## config.mk

```make
export PLATFORM = sky130hd
export DESIGN_NAME = pdl_pointer_flat
export DESIGN_NICKNAME = d
export VERILOG_FILES = /design/src/rtl/pdl_pkg.sv /design/src/rtl/pdl_pointer_if.sv /design/src/rtl/pdl_updown_counter.sv /design/src/rtl/pdl_pointer.sv /design/src/flat_wrapper.sv
export SDC_FILE = /design/constraint.sdc
export NUM_CORES = 1
export LEC_CHECK = 0
export ABC_AREA = 1
export BUFFER_PORTS_ARGS = -buffer_cell sky130_fd_sc_hd__buf_4
export CORE_MARGIN = 2
export CORE_UTILIZATION = 44
export DETAILED_ROUTE_END_ITERATION = 8
export GPL_ROUTABILITY_DRIVEN = 0
export HOLD_SLACK_MARGIN = 0.12
export PLACE_DENSITY = 0.89
export SYNTH_ARGS = -nofsm -noshare
export SYNTH_HDL_FRONTEND = slang
export SYNTH_SLANG_ARGS = --single-unit
```

## constraint.sdc

```tcl
create_clock -name clk -period 2.4 [get_ports clk]
set_clock_uncertainty 0.15 [all_clocks]
set_input_delay 0.12 -clock clk [delete_from_list [all_inputs] [get_ports clk]]
set_output_delay 0.12 -clock clk [all_outputs]
set_load 0.1 [all_outputs]
```

## src/rtl/pdl_pkg.sv

```systemverilog
// Shared widths and helpers for the PDL pointer/index block.
// Latency: none (declarations only); no backpressure.
package pdl_pkg;
  localparam int PDL_AW    = 10;
  localparam int PDL_DEPTH = 1 << PDL_AW;
  localparam int MF_W      = 32;
  localparam logic [MF_W-PDL_AW-1:0] MF_ZPAD = '0;

  typedef logic [PDL_AW-1:0] pdl_ptr_t;
  typedef logic [MF_W-1:0]   mf_t;

  function automatic mf_t mf_word(input pdl_ptr_t v);
    return {MF_ZPAD, v};
  endfunction
endpackage

```

## src/rtl/pdl_pointer_if.sv

```systemverilog
// Sequencer-facing bundle of the PDL pointer block: phase strobes, decoded controls, MF read-back.
// Latency: wires only; no backpressure (phase-stepped, every request is taken).
interface pdl_pointer_if;
  import pdl_pkg::*;

  logic     state_alu;
  logic     state_write;
  logic     state_mmu;
  logic     state_fetch;
  mf_t      ob;
  logic     nop;
  logic     ldpdlp;
  logic     ldpdlx;
  logic     srcpdlpop;
  logic     destpdl_p;
  logic     srcpdlptr;
  logic     srcpdlidx;
  pdl_ptr_t pdlptr;
  pdl_ptr_t pdlidx;
  mf_t      mf;
  logic     mfdrive;
  logic     pdl_ovf;
  logic     pdl_unf;

  modport master (
    output state_alu, state_write, state_mmu, state_fetch, ob, nop,
           ldpdlp, ldpdlx, srcpdlpop, destpdl_p, srcpdlptr, srcpdlidx,
    input  pdlptr, pdlidx, mf, mfdrive, pdl_ovf, pdl_unf
  );

  modport slave (
    input  state_alu, state_write, state_mmu, state_fetch, ob, nop,
           ldpdlp, ldpdlx, srcpdlpop, destpdl_p, srcpdlptr, srcpdlidx,
    output pdlptr, pdlidx, mf, mfdrive, pdl_ovf, pdl_unf
  );
endinterface

```

## src/rtl/pdl_updown_counter.sv

```systemverilog
// Modulo-1024 load/inc/dec counter with wrap strobes; load beats count, inc+dec holds.
// Latency: 1 clk to q, strobes combinational; no backpressure.
module pdl_updown_counter
  import pdl_pkg::*;
(
  input  logic     clk,
  input  logic     reset,
  input  logic     ld,
  input  pdl_ptr_t ld_val,
  input  logic     inc,
  input  logic     dec,
  output pdl_ptr_t q,
  output logic     wrap_up,
  output logic     wrap_dn
);
  localparam pdl_ptr_t PTR_MAX = pdl_ptr_t'(PDL_DEPTH - 1);

  logic step_up;
  logic step_dn;

  assign step_up = inc & ~dec & ~ld;
  assign step_dn = dec & ~inc & ~ld;
  assign wrap_up = step_up & (q == PTR_MAX);
  assign wrap_dn = step_dn & (q == '0);

  always_ff @(posedge clk) begin
    if (reset) begin
      q <= '0;
    end else if (ld) begin
      q <= ld_val;
    end else if (step_up) begin
      q <= q + 1'b1;
    end else if (step_dn) begin
      q <= q - 1'b1;
    end
  end
endmodule

```

## src/rtl/pdl_pointer.sv

```systemverilog
// PDL stack pointer and index registers: push at ALU end, load at WRITE end, pop at FETCH end; MF read-back.
// Latency: 1 clk per update, MF combinational; no backpressure. Optional bounds flags via PDL_BOUNDS_EN.
module pdl_pointer
  import pdl_pkg::*;
(
  input  logic         clk,
  input  logic         reset,
  pdl_pointer_if.slave bus
);
  logic     pop_req;
  logic     push_req;
  logic     ld_ptr;
  logic     ld_idx;
  logic     pop_pend;
  logic     ptr_inc;
  logic     ptr_dec;
  logic     ptr_wrap_up;
  logic     ptr_wrap_dn;
  pdl_ptr_t ptr_q;
  pdl_ptr_t idx_q;
  logic     unused_ob_hi;

  assign pop_req  = bus.srcpdlpop & ~bus.nop & ~bus.destpdl_p;
  assign push_req = bus.destpdl_p & ~(bus.srcpdlpop & ~bus.nop);
  assign ld_ptr   = bus.state_write & bus.ldpdlp & ~bus.nop;
  assign ld_idx   = bus.state_write & bus.ldpdlx & ~bus.nop;
  assign ptr_inc  = bus.state_alu & push_req;
  assign ptr_dec  = bus.state_fetch & pop_pend;

  // Pop is decided in ALU but applied after the read in FETCH; a WRITE-phase load cancels it.
  always_ff @(posedge clk) begin
    if (reset) begin
      pop_pend <= 1'b0;
    end else if (bus.state_alu) begin
      pop_pend <= pop_req;
    end else if (ld_ptr || bus.state_fetch) begin
      pop_pend <= 1'b0;
    end
  end

  pdl_updown_counter u_ptr (
    .clk     (clk),
    .reset   (reset),
    .ld      (ld_ptr),
    .ld_val  (bus.ob[PDL_AW-1:0]),
    .inc     (ptr_inc),
    .dec     (ptr_dec),
    .q       (ptr_q),
    .wrap_up (ptr_wrap_up),
    .wrap_dn (ptr_wrap_dn)
  );

  always_ff @(posedge clk) begin
    if (reset) begin
      idx_q <= '0;
    end else if (ld_idx) begin
      idx_q <= bus.ob[PDL_AW-1:0];
    end
  end

  assign bus.pdlptr  = ptr_q;
  assign bus.pdlidx  = idx_q;
  assign unused_ob_hi = ^bus.ob[MF_W-1:PDL_AW];

`ifdef PDL_BOUNDS_EN
  logic ovf_q;
  logic unf_q;

  always_ff @(posedge clk) begin
    if (reset || ld_ptr) begin
      ovf_q <= 1'b0;
      unf_q <= 1'b0;
    end else begin
      if (ptr_wrap_up) ovf_q <= 1'b1;
      if (ptr_wrap_dn) unf_q <= 1'b1;
    end
  end

  assign bus.pdl_ovf = ovf_q;
  assign bus.pdl_unf = unf_q;
`else
  logic unused_wrap;

  assign unused_wrap = ptr_wrap_up | ptr_wrap_dn;
  assign bus.pdl_ovf = 1'b0;
  assign bus.pdl_unf = 1'b0;
`endif

  assign bus.mfdrive = (bus.srcpdlptr | bus.srcpdlidx) &
                       (bus.state_alu | bus.state_write | bus.state_mmu | bus.state_fetch);

  always_comb begin
    bus.mf = '0;
    if (bus.srcpdlptr) begin
      bus.mf = mf_word(ptr_q);
    end else if (bus.srcpdlidx) begin
      bus.mf = mf_word(idx_q);
    end
  end
endmodule

```

## src/flat_wrapper.sv

```systemverilog
// flat-port wrapper written by rule: the top's interface ports become plain ports
module pdl_pointer_flat import pdl_pkg::*;
  (clk, reset, bus_state_alu, bus_state_write, bus_state_mmu, bus_state_fetch, bus_ob, bus_nop, bus_ldpdlp, bus_ldpdlx, bus_srcpdlpop, bus_destpdl_p, bus_srcpdlptr, bus_srcpdlidx, bus_pdlptr, bus_pdlidx, bus_mf, bus_mfdrive, bus_pdl_ovf, bus_pdl_unf);
  pdl_pointer_if bus_i ();
  input  logic clk;
  input  logic reset;
  input wire logic [$bits(bus_i.state_alu)-1:0] bus_state_alu;
  input wire logic [$bits(bus_i.state_write)-1:0] bus_state_write;
  input wire logic [$bits(bus_i.state_mmu)-1:0] bus_state_mmu;
  input wire logic [$bits(bus_i.state_fetch)-1:0] bus_state_fetch;
  input wire logic [$bits(bus_i.ob)-1:0] bus_ob;
  input wire logic [$bits(bus_i.nop)-1:0] bus_nop;
  input wire logic [$bits(bus_i.ldpdlp)-1:0] bus_ldpdlp;
  input wire logic [$bits(bus_i.ldpdlx)-1:0] bus_ldpdlx;
  input wire logic [$bits(bus_i.srcpdlpop)-1:0] bus_srcpdlpop;
  input wire logic [$bits(bus_i.destpdl_p)-1:0] bus_destpdl_p;
  input wire logic [$bits(bus_i.srcpdlptr)-1:0] bus_srcpdlptr;
  input wire logic [$bits(bus_i.srcpdlidx)-1:0] bus_srcpdlidx;
  output wire logic [$bits(bus_i.pdlptr)-1:0] bus_pdlptr;
  output wire logic [$bits(bus_i.pdlidx)-1:0] bus_pdlidx;
  output wire logic [$bits(bus_i.mf)-1:0] bus_mf;
  output wire logic [$bits(bus_i.mfdrive)-1:0] bus_mfdrive;
  output wire logic [$bits(bus_i.pdl_ovf)-1:0] bus_pdl_ovf;
  output wire logic [$bits(bus_i.pdl_unf)-1:0] bus_pdl_unf;
  assign bus_i.state_alu = bus_state_alu;
  assign bus_i.state_write = bus_state_write;
  assign bus_i.state_mmu = bus_state_mmu;
  assign bus_i.state_fetch = bus_state_fetch;
  assign bus_i.ob = bus_ob;
  assign bus_i.nop = bus_nop;
  assign bus_i.ldpdlp = bus_ldpdlp;
  assign bus_i.ldpdlx = bus_ldpdlx;
  assign bus_i.srcpdlpop = bus_srcpdlpop;
  assign bus_i.destpdl_p = bus_destpdl_p;
  assign bus_i.srcpdlptr = bus_srcpdlptr;
  assign bus_i.srcpdlidx = bus_srcpdlidx;
  assign bus_pdlptr = bus_i.pdlptr;
  assign bus_pdlidx = bus_i.pdlidx;
  assign bus_mf = bus_i.mf;
  assign bus_mfdrive = bus_i.mfdrive;
  assign bus_pdl_ovf = bus_i.pdl_ovf;
  assign bus_pdl_unf = bus_i.pdl_unf;
  pdl_pointer u_core (.clk(clk), .reset(reset), .bus(bus_i));
endmodule
```

# ---- Yosys cells after proc, flatten, opt, wreduce, memory -nomap -nowiden
# Cells that the tools add are included.
dict set report classes {
  n_addsub 2
  multipliers 0
  n_div 0
  order_cmp 0
  n_eq_ne 0
  shift 0
  muxes 7
  bitwise 24
  reduce_logical 3
}
# op count
set ops {}
lappend ops {{$mux W10} 4}
lappend ops {{$mux W32} 1}
lappend ops {{$and A1 B1 Y1} 14}
lappend ops {{$add A10 B1 Y10 const B} 1}
lappend ops {{$sub A10 B1 Y10 const B} 1}
lappend ops {{$not A1 Y1} 6}
lappend ops {{$or A1 B1 Y1} 4}
lappend ops {{$reduce_bool A3 Y1} 1}
lappend ops {{$mux W1} 2}
lappend ops {{$reduce_bool A2 Y1} 1}
lappend ops {{$logic_or A1 B1 Y1} 1}
dict set report totals {
  regBits 21
  latchBits 0
  ramBits 0
  mem_bits_ro 0
  inputBits 45
  word_cells 39
  n_memories 0
}

# ---- Logic depth before layout (Yosys ltp)
# Gate-level depths: netlist of run 1.
dict set report depth {
  word_depth 11
  depth_mapped 15
}

# ---- Hierarchy
# A second synthesis of run 1 with hierarchy kept.
dict set report unflattened {
  cells_unflattened 283
  area_unflattened_um2 1821.7
}
# module instances cells_per_inst area_each_um2 seq_area_each_um2
set by_module_without_submodules {}
lappend by_module_without_submodules {pdl_updown_counter 1 163 1017.2 200.2}
lappend by_module_without_submodules {pdl_pointer 1 120 804.5 220.2}

# ---- Worst setup path after synthesis of run 1
# No wires, ideal clock.
dict set report synth_timing {
  kind {register to output}
  start {register u_core.u_ptr.q[0]}
  end {output port bus_mf[0]}
  arrival_ps 3381
  path_slack_ps -1251
  path_stages_with_launch 3
  cell_sequence {dfxtp_1 > inv_1 > o21ai_0}
}
dict set report synth_via {
  elab_chain_cells 1
}
# item line_no
set synth_lines {}
lappend synth_lines {{from (decl)} pdl_updown_counter.sv:12} ;# output pdl_ptr_t q,
lappend synth_lines {{from (signal assigned)} pdl_updown_counter.sv:30} ;# q <= ld_val;
lappend synth_lines {{from (signal assigned)} pdl_updown_counter.sv:32} ;# q <= q + 1'b1;
lappend synth_lines {{from (signal assigned)} pdl_updown_counter.sv:34} ;# q <= q - 1'b1;
lappend synth_lines {{$mux W32} pdl_pointer.sv:94} ;# if (bus.srcpdlptr) begin
lappend synth_lines {{to (decl)} flat_wrapper.sv:21} ;# output wire logic [$bits(bus_i.mf)-1:0] bus_mf;
# No other way between the ends.

# ---- Worst setup path after layout of run 1
dict set report layout_timing {
  start {input port bus_destpdl_p}
  end {register u_core.u_ptr.q[6]}
}
dict set report layout_via {
  elab_chain_cells 6
  word_cells_on_any_way 10
  cone_classes {mux: 2; bitwise: 7; reduce/logical: 1}
}
# item line_no
set layout_lines {}
lappend layout_lines {{from (decl)} flat_wrapper.sv:16} ;# input wire logic [$bits(bus_i.destpdl_p)-1:0] bus_destpdl_p;
lappend layout_lines {{$and A1 B1 Y1 (*)} pdl_pointer.sv:24} ;# assign push_req = bus.destpdl_p & ~(bus.srcpdlpop & ~bus.nop);
lappend layout_lines {{$and A1 B1 Y1 (*)} pdl_pointer.sv:27} ;# assign ptr_inc = bus.state_alu & push_req;
lappend layout_lines {{$and A1 B1 Y1 or $not A1 Y1 (tied branches)} {pdl_updown_counter.sv:21, pdl_updown_counter.sv:22}}
lappend layout_lines {{$and A1 B1 Y1, on equally long branches} {pdl_updown_counter.sv:21, pdl_updown_counter.sv:22}}
lappend layout_lines {{$mux W10 or $and A1 B1 Y1 (tied branches)} {pdl_updown_counter.sv:31, pdl_updown_counter.sv:22}}
lappend layout_lines {{$mux W10 or $reduce_bool A3 Y1 (tied branches)} n/a}
# Every way passes the cells marked *; elsewhere a longest branch is shown, timed or not.
# A chain may end at the register's enable or synchronous reset.

==> flow_metrics.env, run 1 <==
export IMPL_async_flop_share_pct=0
export IMPL_synth_largest_area_cell="dfxtp_1"
export IMPL_syn_area_per_cell_um2=6.81
export IMPL_antenna_left=0
export IMPL_die_x_um=66.1
export IMPL_tns_ns=0
export IMPL_ir_drop_mv=0.263
export IMPL_drt_iter0_markers=170
export IMPL_hold_viol=0
export IMPL_yosysSeqAreaShare_pct=24.8
export IMPL_synth_edf_count=0
export IMPL_status="complete, no violations"
export IMPL_synth_cell_types=32
export IMPL_wire_per_inst_um=14.0
export IMPL_dieArea_mm2=0.00437
export IMPL_end_kind="flop"
export IMPL_grt_pass1_wl_mm=7.35
export IMPL_synth_most_common_cell="nand2_1"
export IMPL_period_needed_ns=2.25
export IMPL_path_clk_slew_ns=0.08
export IMPL_grt_antenna_before_repair=0
export IMPL_drv_cap=0
export IMPL_nets=370
export IMPL_track_usage_pct=21.4
export IMPL_synthTopCellsByCount="nand2_1 (49), nor2_1 (33), buf_4 (25)"
export IMPL_drt_total_wl_mm=5.07
export IMPL_synth_area_leaders="dfxtp_1 (25%), buf_4 (11%), nand2_1 (11%)"
export IMPL_gr_total_overflow=0
export IMPL_critPathKind="primary input to flop"
export IMPL_power_density_mw_per_mm2=670
export IMPL_initial_core_util_pct=46.0
export IMPL_drc_errors=0
export IMPL_dp_hpwl_mm=3.41
export IMPL_numCtsBuffers=3
export IMPL_ys_warn_count=0
export IMPL_drv_slew=0
export IMPL_rsz0062_at_grt="false"
export IMPL_die_height_um=66.1
export IMPL_insertedDiodeCount=0
export IMPL_period_share_pct=93.8
export IMPL_grt_max_degree=15
export IMPL_drt_pre_antenna_iters=5
export IMPL_clkSinkCount=21
export IMPL_hp_class="primary input to flop"
export IMPL_power_mw=1.57
export IMPL_root_buffer="clkbuf_8"
export IMPL_p_leak_nw=1.13
export IMPL_syn_area_mm2=0.00170
export IMPL_yosysTopAreaCellShare_pct=24.8
export IMPL_grt_pass1_vias=1722
export IMPL_synth_flop_cell="dfxtp_1"
export IMPL_htree_num_levels=1
export IMPL_finalSetupViolCount=0
export IMPL_use_met2_pct=38.4
export IMPL_busiest_layer="met2"
export IMPL_synthToLayoutAreaGrowth_pct=37.7
export IMPL_met1_usage_pct=24.4
export IMPL_layout_drive_gt1_share_pct=27.9
export IMPL_clk_path_buf_depth=2
export IMPL_insertion_delay_ns=0.26
export IMPL_cp_max_fo=5
export IMPL_synth_seq_cells=21
export IMPL_io_pins=100
export IMPL_fmax_mhz=444
export IMPL_vias_per_cell=5.36
export IMPL_syn_inst=249
export IMPL_io_buffers=53
export IMPL_core_area_mm2=0.00369
export IMPL_cts_tree="done"
export IMPL_vias=1947
export IMPL_worstPathRequired_ns=2.44
export IMPL_cp_arrival_ns=2.29
export IMPL_use_met3_pct=2.90
export IMPL_rows=22
export IMPL_crit_path_start_kind="primary input"
-- timing repair --
| item | 4_1_cts | 5_1_grt |
|---|---|---|
| buffers inserted | 0 | 1 |
| hold buffers | 14 | 0 |
| resized for setup | 0 | 10 |
| hold endpoints to repair | 18 | 0 |
| endpoints found under the setup margin | 0 | 5 |
-- cell families after synthesis --
kind of cell	count (synthesis)	synth area share (%)
and+or+nand+nor	122	33.8
buffers and inverters	49	16.7
AOI/OAI and AO/OA	44	15.9
DFF	21	24.8
adders and majority gates	9	7.08
xor gates and xnor gates	3	1.55
other	1	0.221
-- through the flow --
| stage | instance area (µm²) | util (%) | setup WS, ns | instances | hold WS (ns) |
|---|---|---|---|---|---|
| floorplan | 1800 | - | 0.0661 | 272 | 0.126 |
| global placement | 2050 | 55.6 | 0.318 | 343 | 0.217 |
| detailed placement | 2050 | 55.6 | 0.291 | 343 | 0.218 |
| CTS | 2240 | 60.7 | 0.0521 | 361 | 0.278 |
| global route | 2340 | 63.3 | 0.0114 | 363 | 0.384 |
| finish | 2340 | 63.3 | 0.150 | 363 | 0.345 |
-- path summary, 6_finish.rpt --
kind                                                         from                                 to  slack (ns)  cells after the start
worst max-delay path                                bus_destpdl_p     u_core.u_ptr.q[6]$_SDFFE_PP0P_        0.15                     12
worst min-delay path                                   bus_ldpdlx  u_core.bus.pdlidx[0]$_SDFFE_PP0P_        0.34                      4
worst max register to register       u_core.pop_pend$_SDFFE_PP0P_     u_core.u_ptr.q[6]$_SDFFE_PP0P_        0.27                      9
worst min register to register  u_core.bus.pdlidx[8]$_SDFFE_PP0P_  u_core.bus.pdlidx[8]$_SDFFE_PP0P_        0.37                      2
-- layer usage --
layer  vias to the layer above  wire, µm  share of wire, %
met2                       127      2530                50
met5                         -         0                 0
met4                         0       120               2.4
li1                        918         -                 -
met1                       884      1990                39
met3                        18       432               8.5
-- area by class of cell --
cell class	instances	area (µm²)
clock buffer	3	41.3
clock inverter	1	5.00
fill	277	1350
inverter	18	72.6
multi-input combinational	203	1180
sequential	21	423
tap	48	60.1
timing repair buffer	69	553
-- worst max-delay path, stage by stage --
cell and delay (ns):
dlygate4sd3_1 0.54, buf_4 0.14, nand2_2 0.10, nor2_4 0.07, nand3_4 0.15, inv_1 0.07
fa_1 0.42, o21ai_2 0.22, nand2_1 0.10, nand3b_1 0.12, nand3_2 0.07, a21oi_1 0.15
-- cell usage in the layout (no fill, tap or decap) --
cell / n
a211oi_2: 3
a21oi_1: 13
a21oi_2: 1
a22oi_1: 5
a31oi_1: 1
buf_4: 55
clkbuf_8: 3
clkinv_1: 2
clkinv_2: 1
clkinv_4: 1
conb_1: 24
dfxtp_1: 19
dfxtp_2: 2
dlygate4sd3_1: 14
fa_1: 1
ha_1: 3
ha_4: 5
inv_1: 15
nand2_1: 49
nand2_2: 2
nand2_4: 2
nand3_1: 19
nand3_2: 3
nand3_4: 2
nand3b_1: 5
nand4_1: 3
nor2_1: 33
nor2_2: 1
nor2_4: 2
nor3_1: 2
o21a_1: 1
o21ai_0: 14
o21ai_1: 1
o21ai_2: 4
o21bai_2: 1
xnor2_1: 2
xor2_1: 1
-- state kept, by name, indices dropped and copies added, names as in the netlist --
register	cells
u_core.u_ptr.q	10
u_core.pop_pend	1
u_core.bus.pdlidx	10
-- report_power, final --
part	switching (mW)	leakage [nW]	internal, mW	total [mW]
Clock	0.116	0.0255	0.116	0.232
Sequential	0.0329	0.173	0.375	0.408
Combinational	0.698	0.928	0.228	0.926
Power figures use the tool's default switching activity.
==> run 2, diff against run 1 <==
RECOVER_POWER = 25   (was not set)
==> run 2 against run 1 <==
  * Register-to-register slack barely moved
  * Non-clock buffer count is the same
  * Global-route usage did not move
  * Critical path type unchanged
  * Final cell count is the same
  * Sequential power about the same
  * Die area stayed put
  * Fmax about the same
  * Combinational power is 1% lower
  * Power down 0.83%
  * Critical endpoint unchanged
  * First-iteration DRC count is 11% higher
==> flow_metrics.env, run 2 (synthesis gave the netlist of run 1 again) <==
export IMPL_r2r_end="u_core.u_ptr.q[6]$_SDFFE_PP0P_"
export IMPL_drv_cap=0
export IMPL_holdPathStages=4
export IMPL_insertedDiodeCount=0
export IMPL_end_kind="flop"
export IMPL_drt_pre_antenna_iters=7
export IMPL_critPathKind="primary input to flop"
export IMPL_path_clk_slew_ns=0.08
export IMPL_dp_hpwl_mm=3.41
export IMPL_p_leak_nw=1.07
export IMPL_fmax_mhz=445
export IMPL_finalSetupViolCount=0
export IMPL_power_density_mw_per_mm2=679
export IMPL_io_buffers=53
export IMPL_period_needed_ns=2.25
export IMPL_cts_tree="done"
export IMPL_worst_pin_slew_ns=1.18
export IMPL_finalInstanceArea_mm2=0.00229
export IMPL_rr_startpoint="u_core.pop_pend$_SDFFE_PP0P_"
export IMPL_htree_num_levels=1
export IMPL_clkSinkCount=21
export IMPL_slowest_stage="dlygate4sd3_1"
export IMPL_insertion_delay_ns=0.26
export IMPL_rsz0062_at_grt="false"
export IMPL_fin_ws_ns=0.152
export IMPL_die_x_um=66.1
export IMPL_dpl_cell_count=343
export IMPL_worstPathRequired_ns=2.44
export IMPL_track_usage_pct=21.4
export IMPL_vias=1953
export IMPL_period_share_pct=93.7
export IMPL_crit_buf_inv=3
export IMPL_multi_input_area_mm2=0.00118
export IMPL_hold_viol=0
export IMPL_antenna_left=0
export IMPL_vias_per_cell=5.38
export IMPL_seqCellArea_um2=423
export IMPL_final_common_cell="nand2_1"
export IMPL_place_ws_ns=0.291
export IMPL_power_mw=1.55
export IMPL_root_buffer="clkbuf_8"
export IMPL_mostFrequentLayoutCells="nand2_1 (49), buf_4 (42), nor2_1 (33)"
export IMPL_drv_slew=0
export IMPL_numCtsBuffers=3
export IMPL_drt_iter0_markers=189
export IMPL_worstPathCellList="dlygate4sd3_1 -> buf_4 -> nand2_2 -> nor2_4 -> nand3_4 -> inv_1 -> fa_1 -> o21ai_2 -> nand2_1 -> nand3b_1 -> nand3_2 -> a21oi_1"
export IMPL_relSlewSlack_pct=21.9
export IMPL_final_cells=363
export IMPL_core_area_mm2=0.00369
export IMPL_nets=370
export IMPL_layout_drive_gt1_share_pct=23.8
export IMPL_die_height_um=66.1
export IMPL_grt_antenna_before_repair=0
export IMPL_drt_total_wl_mm=5.05
export IMPL_grt_pass1_wl_mm=7.35
export IMPL_grt_pass1_vias=1722
export IMPL_crit_family="buffers and inverters"
export IMPL_min_to="u_core.bus.pdlidx[0]$_SDFFE_PP0P_"
export IMPL_rows=22
export IMPL_grt_max_degree=15
export IMPL_utilization_pct=62.0
export IMPL_ir_drop_mv=0.262
export IMPL_status="complete, no violations"
export IMPL_gr_total_overflow=0
export IMPL_io_pins=100
export IMPL_cp_max_fo=5
export IMPL_fillers=291
export IMPL_dieArea_mm2=0.00437
export IMPL_clk_path_buf_depth=2
export IMPL_hp_class="primary input to flop"
export IMPL_crit_path_start_kind="primary input"
export IMPL_reg2reg_depth=9
export IMPL_tns_ns=0
export IMPL_cpPeakStageDelay_ns=0.54
export IMPL_synthToLayoutAreaGrowth_pct=34.8
export IMPL_drc_errors=0
export IMPL_wire_per_inst_um=13.9
export IMPL_dpl_cell_area_mm2=0.00205
export IMPL_holdWs_ns=0.336
export IMPL_cp_arrival_ns=2.29
export IMPL_min_from="bus_ldpdlx"
export IMPL_r2r_slack_ns=0.28
export IMPL_initial_core_util_pct=46.0
## run 2: layout make-up
type	count	share of cell area, %
Tap cell	48	2.63
Inverter	18	3.17
Multi-Input combinational cell	203	51.6
Clock inverter	1	0.219
Sequential cell	21	18.5
Clock buffer	3	1.81
Timing Repair Buffer	69	22.0
## run 2: worst max-delay path by stage
stage | startpoint | end | slack, ns | cells past startpoint
floorplan | u_core.u_ptr.q[9]$_SDFFE_PP0P_ | bus_mf[9] | 0.07 | 2
global placement | u_core.pop_pend$_SDFFE_PP0P_ | u_core.u_ptr.q[9]$_SDFFE_PP0P_ | 0.32 | 11
detailed placement | bus_srcpdlpop | u_core.u_ptr.q[9]$_SDFFE_PP0P_ | 0.29 | 16
CTS | bus_destpdl_p | u_core.u_ptr.q[9]$_SDFFE_PP0P_ | 0.05 | 16
global route | bus_destpdl_p | u_core.u_ptr.q[9]$_SDFFE_PP0P_ | 0.01 | 13
finish | bus_destpdl_p | u_core.u_ptr.q[6]$_SDFFE_PP0P_ | 0.15 | 12
## run 2: report_power, final
group | switching [mW] | total [mW] | internal, mW
clock | 0.115 | 0.231 | 0.116
sequential | 0.0329 | 0.408 | 0.375
combinational | 0.698 | 0.914 | 0.217
total | 0.846 | 1.55 | 0.708
## run 2: worst min-delay path, cell delays in order
cell     delay [ns]
buf_4          0.11
nand3_1        0.27
o21ai_0        0.13
nor2_1         0.08
## run 2: per-layer routing
metal / GRT usage, % / vias up / part of all wire [%]
met2: 38.4 / 127 / 50
met1: 24.4 / 883 / 39
met3: 2.90 / 21 / 8.8
met4: 11.0 / 0 / 2.7
met5: 0 / - / 0
li1: - / 922 / -
## run 2: repair_timing
item,in CTS,in global routing
setup buffers,0,1
gates resized for setup,0,10
hold buffers,14,0
endpoints found under the setup margin,0,5
hold endpoints to repair,18,0
